===== config.mk =====
export PLATFORM = sky130hd
export DESIGN_NAME = rotate_job_ctrl
export DESIGN_NICKNAME = d
export VERILOG_FILES = /design/src/rtl/rotate_pkg.sv /design/src/rtl/rotate_job_fifo.sv /design/src/rtl/rotate_job_ctrl.sv
export SDC_FILE = /design/constraint.sdc
export NUM_CORES = 1
export LEC_CHECK = 0
export CAP_MARGIN = 20
export CORE_UTILIZATION = 59
export DETAILED_ROUTE_END_ITERATION = 8
export GPL_ROUTABILITY_DRIVEN = 0
export PLACE_DENSITY_LB_ADDON = 0.1
export RECOVER_POWER = 50
export SYNTH_ARGS = -nofsm -noshare
export SYNTH_HDL_FRONTEND = slang
export SYNTH_SLANG_ARGS = --single-unit

===== constraint.sdc =====
create_clock -name I_HCLK -period 4.05 [get_ports I_HCLK]
set_clock_uncertainty 0.05 [all_clocks]
set_input_delay 0.81 -clock I_HCLK [delete_from_list [all_inputs] [get_ports I_HCLK]]
set_output_delay 0.81 -clock I_HCLK [all_outputs]
set_load 0.01 [all_outputs]

===== src/rtl/rotate_pkg.sv =====
// Shared types and defaults for the rotate job controller.
// Job record: width, height, direction, degrees (35 bits).
package rotate_pkg;

    localparam int QUEUE_DEPTH_DEFAULT = 4;
    localparam int ACK_TIMEOUT_DEFAULT = 16;

    localparam int DIM_W = 16;
    localparam int DEG_W = 2;
    localparam int JOB_W = 2 * DIM_W + 1 + DEG_W;

    typedef enum logic [2:0] {
        ST_IDLE,
        ST_LAUNCH,
        ST_WAIT_ACK,
        ST_RUN,
        ST_DONE
    } state_t;

    typedef struct packed {
        logic [DIM_W-1:0] width;
        logic [DIM_W-1:0] height;
        logic             direction;
        logic [DEG_W-1:0] degrees;
    } job_t;

endpackage


===== src/rtl/rotate_job_fifo.sv =====
// Synchronous job FIFO with registered storage and occupancy count.
// A pop never frees space for a push in the same cycle.
module rotate_job_fifo
    import rotate_pkg::*;
#(
    parameter int DEPTH = QUEUE_DEPTH_DEFAULT,
    parameter int WIDTH = JOB_W
) (
    input  logic                   I_HCLK,
    input  logic                   I_HRESET_N,
    input  logic                   push,
    input  logic                   pop,
    input  logic [WIDTH-1:0]       wdata,
    output logic [WIDTH-1:0]       rdata,
    output logic [$clog2(DEPTH):0] count,
    output logic                   full,
    output logic                   empty
);
    localparam int AW = $clog2(DEPTH);

    logic [WIDTH-1:0] mem [DEPTH];
    logic [AW-1:0]    wptr;
    logic [AW-1:0]    rptr;
    logic             do_push;
    logic             do_pop;

    assign full    = (count == (AW+1)'(DEPTH));
    assign empty   = (count == '0);
    assign do_push = push & ~full;
    assign do_pop  = pop & ~empty;
    assign rdata   = mem[rptr];

    always_ff @(posedge I_HCLK) begin
        if (!I_HRESET_N) begin
            wptr  <= '0;
            rptr  <= '0;
            count <= '0;
        end else begin
            if (do_push) wptr <= wptr + AW'(1);
            if (do_pop)  rptr <= rptr + AW'(1);
            count <= count + (AW+1)'(do_push)
                           - (AW+1)'(do_pop);
        end
    end

    always_ff @(posedge I_HCLK) begin
        if (do_push) mem[wptr] <= wdata;
    end

endmodule


===== src/rtl/rotate_job_ctrl.sv =====
// Job queue and dispatch FSM in front of the rotate core.
// Config is latched on IDLE->LAUNCH and held until the next launch.
module rotate_job_ctrl
    import rotate_pkg::*;
#(
    parameter int QUEUE_DEPTH = QUEUE_DEPTH_DEFAULT,
    parameter int ACK_TIMEOUT = ACK_TIMEOUT_DEFAULT
) (
    input  logic                         I_HCLK,
    input  logic                         I_HRESET_N,
    input  logic                         I_JOB_VALID,
    output logic                         O_JOB_READY,
    input  logic [15:0]                  I_JOB_WIDTH,
    input  logic [15:0]                  I_JOB_HEIGHT,
    input  logic                         I_JOB_DIRECTION,
    input  logic [1:0]                   I_JOB_DEGREES,
    input  logic                         I_ENABLE,
    input  logic                         I_IRQ_CLR,
    input  logic                         I_CORE_BUSY,
    output logic                         O_CORE_START,
    output logic [15:0]                  O_CORE_WIDTH,
    output logic [15:0]                  O_CORE_HEIGHT,
    output logic                         O_CORE_DIRECTION,
    output logic [1:0]                   O_CORE_DEGREES,
    output logic                         O_BUSY,
    output logic [$clog2(QUEUE_DEPTH):0] O_PENDING,
    output logic [7:0]                   O_DONE_COUNT,
    output logic                         O_IRQ,
    output logic                         O_ERR
);
    localparam int TW = $clog2(ACK_TIMEOUT) + 1;

    state_t        state;
    state_t        state_nx;
    job_t          in_job;
    job_t          head;
    job_t          cfg;
    logic [TW-1:0] ack_cnt;
    logic          fifo_full;
    logic          fifo_empty;
    logic          push_acc;
    logic          zero_dim;
    logic          pop;
    logic          load;
    logic          timeout;
    logic          err_set;

    assign in_job = '{width:     I_JOB_WIDTH,
                      height:    I_JOB_HEIGHT,
                      direction: I_JOB_DIRECTION,
                      degrees:   I_JOB_DEGREES};

    assign O_JOB_READY = ~fifo_full;
    assign push_acc    = I_JOB_VALID & ~fifo_full;
    assign zero_dim    = (I_JOB_WIDTH == '0) | (I_JOB_HEIGHT == '0);
    assign pop         = (state == ST_DONE);
    assign err_set     = (push_acc & zero_dim) | timeout;

    rotate_job_fifo #(
        .DEPTH (QUEUE_DEPTH),
        .WIDTH (JOB_W)
    ) u_fifo (
        .I_HCLK     (I_HCLK),
        .I_HRESET_N (I_HRESET_N),
        .push       (push_acc & ~zero_dim),
        .pop        (pop),
        .wdata      (in_job),
        .rdata      (head),
        .count      (O_PENDING),
        .full       (fifo_full),
        .empty      (fifo_empty)
    );

    always_comb begin
        state_nx     = state;
        load         = 1'b0;
        timeout      = 1'b0;
        O_CORE_START = 1'b0;
        unique case (state)
            ST_IDLE: begin
                if (!fifo_empty && I_ENABLE) begin
                    state_nx = ST_LAUNCH;
                    load     = 1'b1;
                end
            end
            ST_LAUNCH: begin
                O_CORE_START = 1'b1;
                state_nx     = ST_WAIT_ACK;
            end
            ST_WAIT_ACK: begin
                if (I_CORE_BUSY) begin
                    state_nx = ST_RUN;
                end else if (ack_cnt == TW'(ACK_TIMEOUT - 1)) begin
                    timeout  = 1'b1;
                    state_nx = ST_DONE;
                end
            end
            ST_RUN: begin
                if (!I_CORE_BUSY) state_nx = ST_DONE;
            end
            ST_DONE: state_nx = ST_IDLE;
            default: state_nx = ST_IDLE;
        endcase
    end

    // Set beats clear on both sticky flags.
    always_ff @(posedge I_HCLK) begin
        if (!I_HRESET_N) begin
            state        <= ST_IDLE;
            ack_cnt      <= '0;
            cfg          <= '0;
            O_DONE_COUNT <= '0;
            O_IRQ        <= 1'b0;
            O_ERR        <= 1'b0;
        end else begin
            state <= state_nx;
            if (state == ST_WAIT_ACK) ack_cnt <= ack_cnt + TW'(1);
            else                      ack_cnt <= '0;
            if (load) cfg <= head;
            if (pop) O_DONE_COUNT <= O_DONE_COUNT + 8'd1;
            if (pop)            O_IRQ <= 1'b1;
            else if (I_IRQ_CLR) O_IRQ <= 1'b0;
            if (err_set)        O_ERR <= 1'b1;
            else if (I_IRQ_CLR) O_ERR <= 1'b0;
        end
    end

    assign O_BUSY           = (state != ST_IDLE);
    assign O_CORE_WIDTH     = cfg.width;
    assign O_CORE_HEIGHT    = cfg.height;
    assign O_CORE_DIRECTION = cfg.direction;
    assign O_CORE_DEGREES   = cfg.degrees;

endmodule


=== Word-level counts from Yosys, hierarchy flattened ===
Memory sizes are Yosys's and may differ from the RTL's. A register that Yosys moved wholly into a read port is not among the register bits.
Index checks and enable logic that the tools add are counted.

* Bitwise gates (word level): 10
* Reduce and logical (&&, ||, !) cells: 12
* Mux-type cells: 16
* Eq/ne operators: 9
* Add/subtract/negate cells: 6

{| class="wikitable"
|+ Operators with widths
! cell !! number
|-
| $logic_not 16->1 || 2
|-
| $mux 3 || 4
|-
| $pmux 3 s4 || 1
|-
| $mux 1 || 11
|-
| $add 8x1->8 const B || 1
|-
| $eq 3x2->1 const B || 2
|-
| $eq 3x3->1 const B || 2
|-
| $logic_not 3->1 || 2
|-
| $add 5x1->5 const B || 1
|-
| $and 1x1->1 || 5
|-
| $eq 5x4->1 const B || 1
|-
| $add 2x1->2 const B || 2
|-
| $ne 2x2->1 const B || 2
|-
| $reduce_bool 2->1 || 2
|-
| $add 3x1->3 || 1
|-
| $eq 3x1->1 const B || 1
|-
| $ne 3x3->1 const B || 1
|-
| $not 1->1 || 3
|-
| $reduce_and 3->1 || 1
|-
| $reduce_bool 3->1 || 1
|-
| $sub 3x1->3 || 1
|-
| $logic_not 1->1 || 2
|-
| $or 1x1->1 || 2
|-
| $reduce_and 2->1 || 1
|-
| $logic_and 1x1->1 || 1
|}

* Bits in registers: 25
* Input port bits: 41
* Memories kept: 1
* Bits in writable memories: 140

{| class="wikitable"
|+ Memories
! name !! depth !! bits a word !! read ports !! clocked after memory_dff !! wr ports !! RTL line !! RTL
|-
| u_fifo.mem || 4 || 35 || 1 || 1 || 1 || rotate_job_fifo.sv:21 || <nowiki>logic [WIDTH-1:0] mem [DEPTH];</nowiki>
|}

=== Logic depth before layout (Yosys ltp) ===
* Depth after elaboration: 7
* Gate-level depth with buffers: 11
* Mapped depth without buffers: 9

=== Hierarchy ===
From an unflattened synthesis, not the netlist that was laid out.

* Cell total of the unflattened synthesis: 481
* Area total of the unflattened synthesis: 7736.2 µm²

{| class="wikitable"
|+ Modules (own cells, without submodules)
! module !! sequential area each (µm²) !! area each (µm²) !! cells an instance !! times used
|-
| rotate_job_fifo || 4384.2 || 5584.1 || 233 || 1
|-
| rotate_job_ctrl || 1061.0 || 2152.1 || 248 || 1
|}

=== Least setup slack after synthesis ===
OpenSTA, ideal clock, no wires.

* Path type: input to register
* Start: in I_JOB_WIDTH[4]
* End: mem u_fifo.mem[0][0] (netlist bit) (enable)
* Slack: 1.298 ns
* Stages: 4
* Library setup time: 0.395 ns
* Path buffers: 0
* Data arrival time: 2.307 ns
* Required time: 3.605 ns
* Cells stage by stage: nor4_1 and4_1 nor3_2 and2_1

* Longest elaborated chain between the ends: 7

{| class="wikitable"
|+ RTL lines
! what !! RTL line !! RTL
|-
| start: declaration || rotate_job_ctrl.sv:13 || <nowiki>input logic [15:0] I_JOB_WIDTH,</nowiki>
|-
| $logic_not 16->1 || rotate_job_ctrl.sv:55 || <nowiki>assign zero_dim = (I_JOB_WIDTH == '0) | (I_JOB_HEIGHT == '0);</nowiki>
|-
| $or 1x1->1 || rotate_job_ctrl.sv:55 ||
|-
| $not 1->1 || rotate_job_ctrl.sv:65 || <nowiki>.push (push_acc & ~zero_dim),</nowiki>
|-
| $and 1x1->1 || rotate_job_ctrl.sv:65 ||
|-
| $and 1x1->1 || rotate_job_fifo.sv:29 || <nowiki>assign do_push = push & ~full;</nowiki>
|-
| named net u_fifo.do_push || rotate_job_fifo.sv:24 || <nowiki>logic do_push;</nowiki>
|-
| $mux 1 || rotate_job_fifo.sv:47 || <nowiki>if (do_push) mem[wptr] <= wdata;</nowiki>
|-
| $mux 1 (not written as such) || rotate_job_fifo.sv:47 ||
|-
| end: declaration || rotate_job_fifo.sv:21 ||
|}

The timed path passes the listed nets, and every way through them passes these cells.

=== Final worst setup path ===
* Start: in I_JOB_WIDTH[1]
* End: reg u_fifo.count[2]

* Longest elaborated chain between the ends: 7

{| class="wikitable"
|+ RTL lines
! what !! RTL line !! RTL
|-
| $logic_not 16->1 || rotate_job_ctrl.sv:55 ||
|-
| $or 1x1->1 || rotate_job_ctrl.sv:55 ||
|-
| $not 1->1 || rotate_job_ctrl.sv:65 ||
|-
| $and 1x1->1 || rotate_job_ctrl.sv:65 ||
|-
| $and 1x1->1 || rotate_job_fifo.sv:29 ||
|-
| named net u_fifo.do_push || rotate_job_fifo.sv:24 ||
|-
| $add 3x1->3 || rotate_job_fifo.sv:41 || <nowiki>count <= count + (AW+1)'(do_push)</nowiki>
|-
| $sub 3x1->3 || rotate_job_fifo.sv:42 || <nowiki>- (AW+1)'(do_pop);</nowiki>
|-
| end signal: assignment || rotate_job_fifo.sv:41 ||
|-
| end: declaration || rotate_job_fifo.sv:15 || <nowiki>output logic [$clog2(DEPTH):0] count,</nowiki>
|}

The timed path passes the listed nets, and every way through them passes these cells.
A chain may end at the register's enable or synchronous reset.

==> results.sh <==
export IMPL_cts_tree="built"
export IMPL_avgViaCountPerCell=5.56
export IMPL_final_setup_tns_ns=0
export IMPL_hold_depth=2
export IMPL_portBuffers=91
export IMPL_avgSynthCellArea_um2=16.0
export IMPL_crit_path_start="I_JOB_WIDTH[1]"
export IMPL_ioPinCount=92
export IMPL_hold_start="O_CORE_HEIGHT[8]"
export IMPL_max_slew_margin=-0.506
export IMPL_maxClockFrequency_mhz=316
export IMPL_drive_gt1_frac=0.151
export IMPL_rsz0062_at_grt="false"
export IMPL_hold_viol=0
export IMPL_netlist_area_leader_share=0.551
export IMPL_cts_resized_gates=0
export IMPL_num_rows=41
export IMPL_switchingPower_uw=1160
export IMPL_leakagePower_uw=0.00315
export IMPL_via_count=4238
export IMPL_syn_nets=529
export IMPL_ant_nets=0
export IMPL_rr_worst_depth=9
export IMPL_period_share=0.782
export IMPL_num_fill_cells=806
export IMPL_p_clk_frac=0.342
export IMPL_dp_slack_ns=0.486
export IMPL_drt_first_pass_iters=6
export IMPL_tightest_slew_ns=2.26
export IMPL_drtIter0Drc=284
export IMPL_power_share_sequential=0.515
export IMPL_first_global_vias=4334
export IMPL_seq_area_mm2=0.00541
export IMPL_internal_power_uw=3690
export IMPL_hp_class="flip-flop to flip-flop"
export IMPL_crit_fanout=7
export IMPL_die_x_um=116
export IMPL_clockBufferDepth=2
export IMPL_synthArstFlopShare=0
export IMPL_area_growth_pct=21.9
export IMPL_synth_commonest_cells="edfxtp_1 (140), nand2_1 (80), dfxtp_1 (60), mux4_2 (35), a21boi_1 (31)"
export IMPL_clock_sinks=200
export IMPL_netlist_area_mm2=0.00763
export IMPL_wl_um=14300
export IMPL_cts_buffers=17
export IMPL_multi_input_area_mm2=0.00207
export IMPL_setup_ws_ns=0.881
export IMPL_ys_seq_area_frac=0.708
export IMPL_grt_antenna_before_repair=1
export IMPL_worstSetupPathType="input port to flip-flop"
export IMPL_drv_cap=1
export IMPL_synth_edf_count=140
export IMPL_synth_largest_area_cell="edfxtp_1"
export IMPL_holdPathEnd="O_CORE_HEIGHT[8]"
export IMPL_core_mm2=0.0126
export IMPL_post_cts_repair_setup_buffers=0
export IMPL_cp_arrival_ns=3.43
export IMPL_required_ns=4.31
export IMPL_clock_latency_ns=0.43
export IMPL_maxSlewViolCount=57
export IMPL_drc=0
export IMPL_ys_types=40
export IMPL_fin_nets=627
export IMPL_p_sw_frac=0.240
export IMPL_netlist_instances=478
export IMPL_layout_min_cycle_time_ns=3.17
export IMPL_vdd_ir_drop_max_v=0.000365
export IMPL_r2r_slack_ns=1.54
export IMPL_cts_root_buf="clkbuf_16"
export IMPL_grt_pass1_wl_um=22700
export IMPL_cts_hold_buf=0
export IMPL_power_frac_comb=0.142
export IMPL_grt_usage=0.237
export IMPL_clk_pin_slew_ns=0.06
export IMPL_grt_start_max_net_pins=57
export IMPL_r2r_start="state[2]"
export IMPL_setup_violations=0
export IMPL_crit_path_start_kind="input port"
export IMPL_status="finished, violations left"
export IMPL_hpwl_um=8980
export IMPL_yosysMostFrequentCell="edfxtp_1"
export IMPL_start_util=0.605
export IMPL_synth_flop_cell="edfxtp_1"
export IMPL_die_h_um=116
export IMPL_yosysWarnings=0
export IMPL_dieArea_mm2=0.0134
export IMPL_wire_per_inst_um=18.8
export IMPL_worstReg2RegEnd="u_fifo.count[2]"
export IMPL_globalRouteOverflowTotal=0
export IMPL_synth_area_leaders="edfxtp_1 (55%), dfxtp_1 (16%), mux4_2 (10%)"
export IMPL_ctsHtreeMaxLevel=4
export IMPL_end_kind="flip-flop"
export IMPL_yosys_register_bits=200
export IMPL_violations="capacitance limit, slew limit"
export IMPL_power_density_mw_per_mm2=521
## metal layers
metal | part of all wire | up-vias | GRT usage
met5 | 0 | - | 0
met2 | 0.51 | 113 | 0.396
met1 | 0.43 | 2136 | 0.308
li1 | - | 1971 | -
met4 | 0.015 | 0 | 0.0897
met3 | 0.047 | 18 | 0.0523
## power by group through the flow
| stage | sequential, uW | combinational (uW) | clock [uW] |
|---|---|---|---|
| 3_5_place_dp | 2550 | 721 | 0 |
| 4_1_cts | 2500 | 726 | 1690 |
| 3_3_place_gp | 2530 | 707 | 0 |
| 2_1_floorplan | 2560 | 350 | 0 |
| 6_report | 2500 | 690 | 1660 |
| 5_1_grt | 2520 | 758 | 1770 |
## cell type report
class                   count  share of cell area
flip-flops and latches    200               0.581
clock inverters            14              0.0169
repair buffers            102               0.106
clock buffers              18              0.0461
diodes                      1            0.000269
inverters                  10             0.00403
multi-input cells         245               0.222
well taps                 172              0.0231
## layout by cell type, fill, tap and decap left out, types with 4 or more instances in the layout
cell             Yosys  routed
a21boi_0             7      20
mux4_2              35      35
and2_1              16      10
dfxtp_1             60      58
clkinv_2             0       5
and2_2               0       4
inv_1               10      10
nor2_1              10      10
xor2_1               5       5
edfxtp_1           140     140
a21boi_1            31      18
nor3_1               4       4
nor4_1               8       8
buf_4                4      11
xnor2_1              7       7
clkbuf_16            0      17
clkdlybuf4s50_1      0      32
ha_1                 9       9
clkinvlp_4           0       4
dlygate4sd3_1        0      58
nand2_1             80      80
## sequential cells by signal, summed over array words and instances, names as in the netlist
| signal | cells |
|---|---|
| O_CORE_DIRECTION | 1 |
| O_CORE_HEIGHT | 16 |
| O_CORE_DEGREES | 2 |
| O_DONE_COUNT | 8 |
| ack_cnt | 5 |
| O_IRQ | 1 |
| u_fifo.rptr | 2 |
| state | 3 |
| u_fifo.mem | 140 |
| O_CORE_WIDTH | 16 |
| u_fifo.count | 3 |
| u_fifo.wptr | 2 |
| O_ERR | 1 |
## worst max-delay path by stage
| stage | endpoint | depth (start not counted) | slack, ns |
|---|---|---|---|
| finish | u_fifo.count[2] | 9 | 0.88 |
| global route | u_fifo.count[2] | 9 | 0.74 |
| CTS | u_fifo.count[2] | 9 | 0.93 |
| detailed placement | u_fifo.count[2] | 9 | 0.49 |
| global placement | u_fifo.count[2] | 9 | 0.60 |
| floorplan | u_fifo.mem[0][0] | 4 | 1.30 |
## stage by stage
step / total power [uW] / hold slack [ns] / utilization / cells / area (um2)
detailed placement: 3270 / 0.388 / 0.691 / 729 / 8720
floorplan: 2910 / 0.368 / - / 478 / 7630
global placement: 3240 / 0.375 / 0.691 / 729 / 8720
finish: 4850 / 0.396 / 0.737 / 762 / 9310
CTS: 4920 / 0.404 / 0.737 / 761 / 9300
global route: 5050 / 0.416 / 0.737 / 761 / 9300
## kinds of logic (layout without fill, tap and decap cells)
| family | count (synthesis) | after routing | synth area share |
|---|---|---|---|
| muxes | 37 | 37 | 0.106 |
| xor gates and xnor gates | 12 | 12 | 0.0138 |
| buffers and inverters | 33 | 144 | 0.0213 |
| and+or+nand+nor | 142 | 142 | 0.0902 |
| DFF | 200 | 200 | 0.708 |
| AOI/OAI and AO/OA | 44 | 44 | 0.0431 |
| other | 0 | 1 | 0 |
| adders and majority gates | 10 | 10 | 0.0174 |
## critical path: stages
cell	delay, ns
dlygate4sd3_1	0.60
nor4_1	0.54
and4_1	0.35
nor3_2	0.11
ha_1	0.22
fa_1	0.38
xnor2_1	0.15
xnor2_1	0.12
and2_1	0.15
Note: power is estimated with default switching activity, not from simulation.
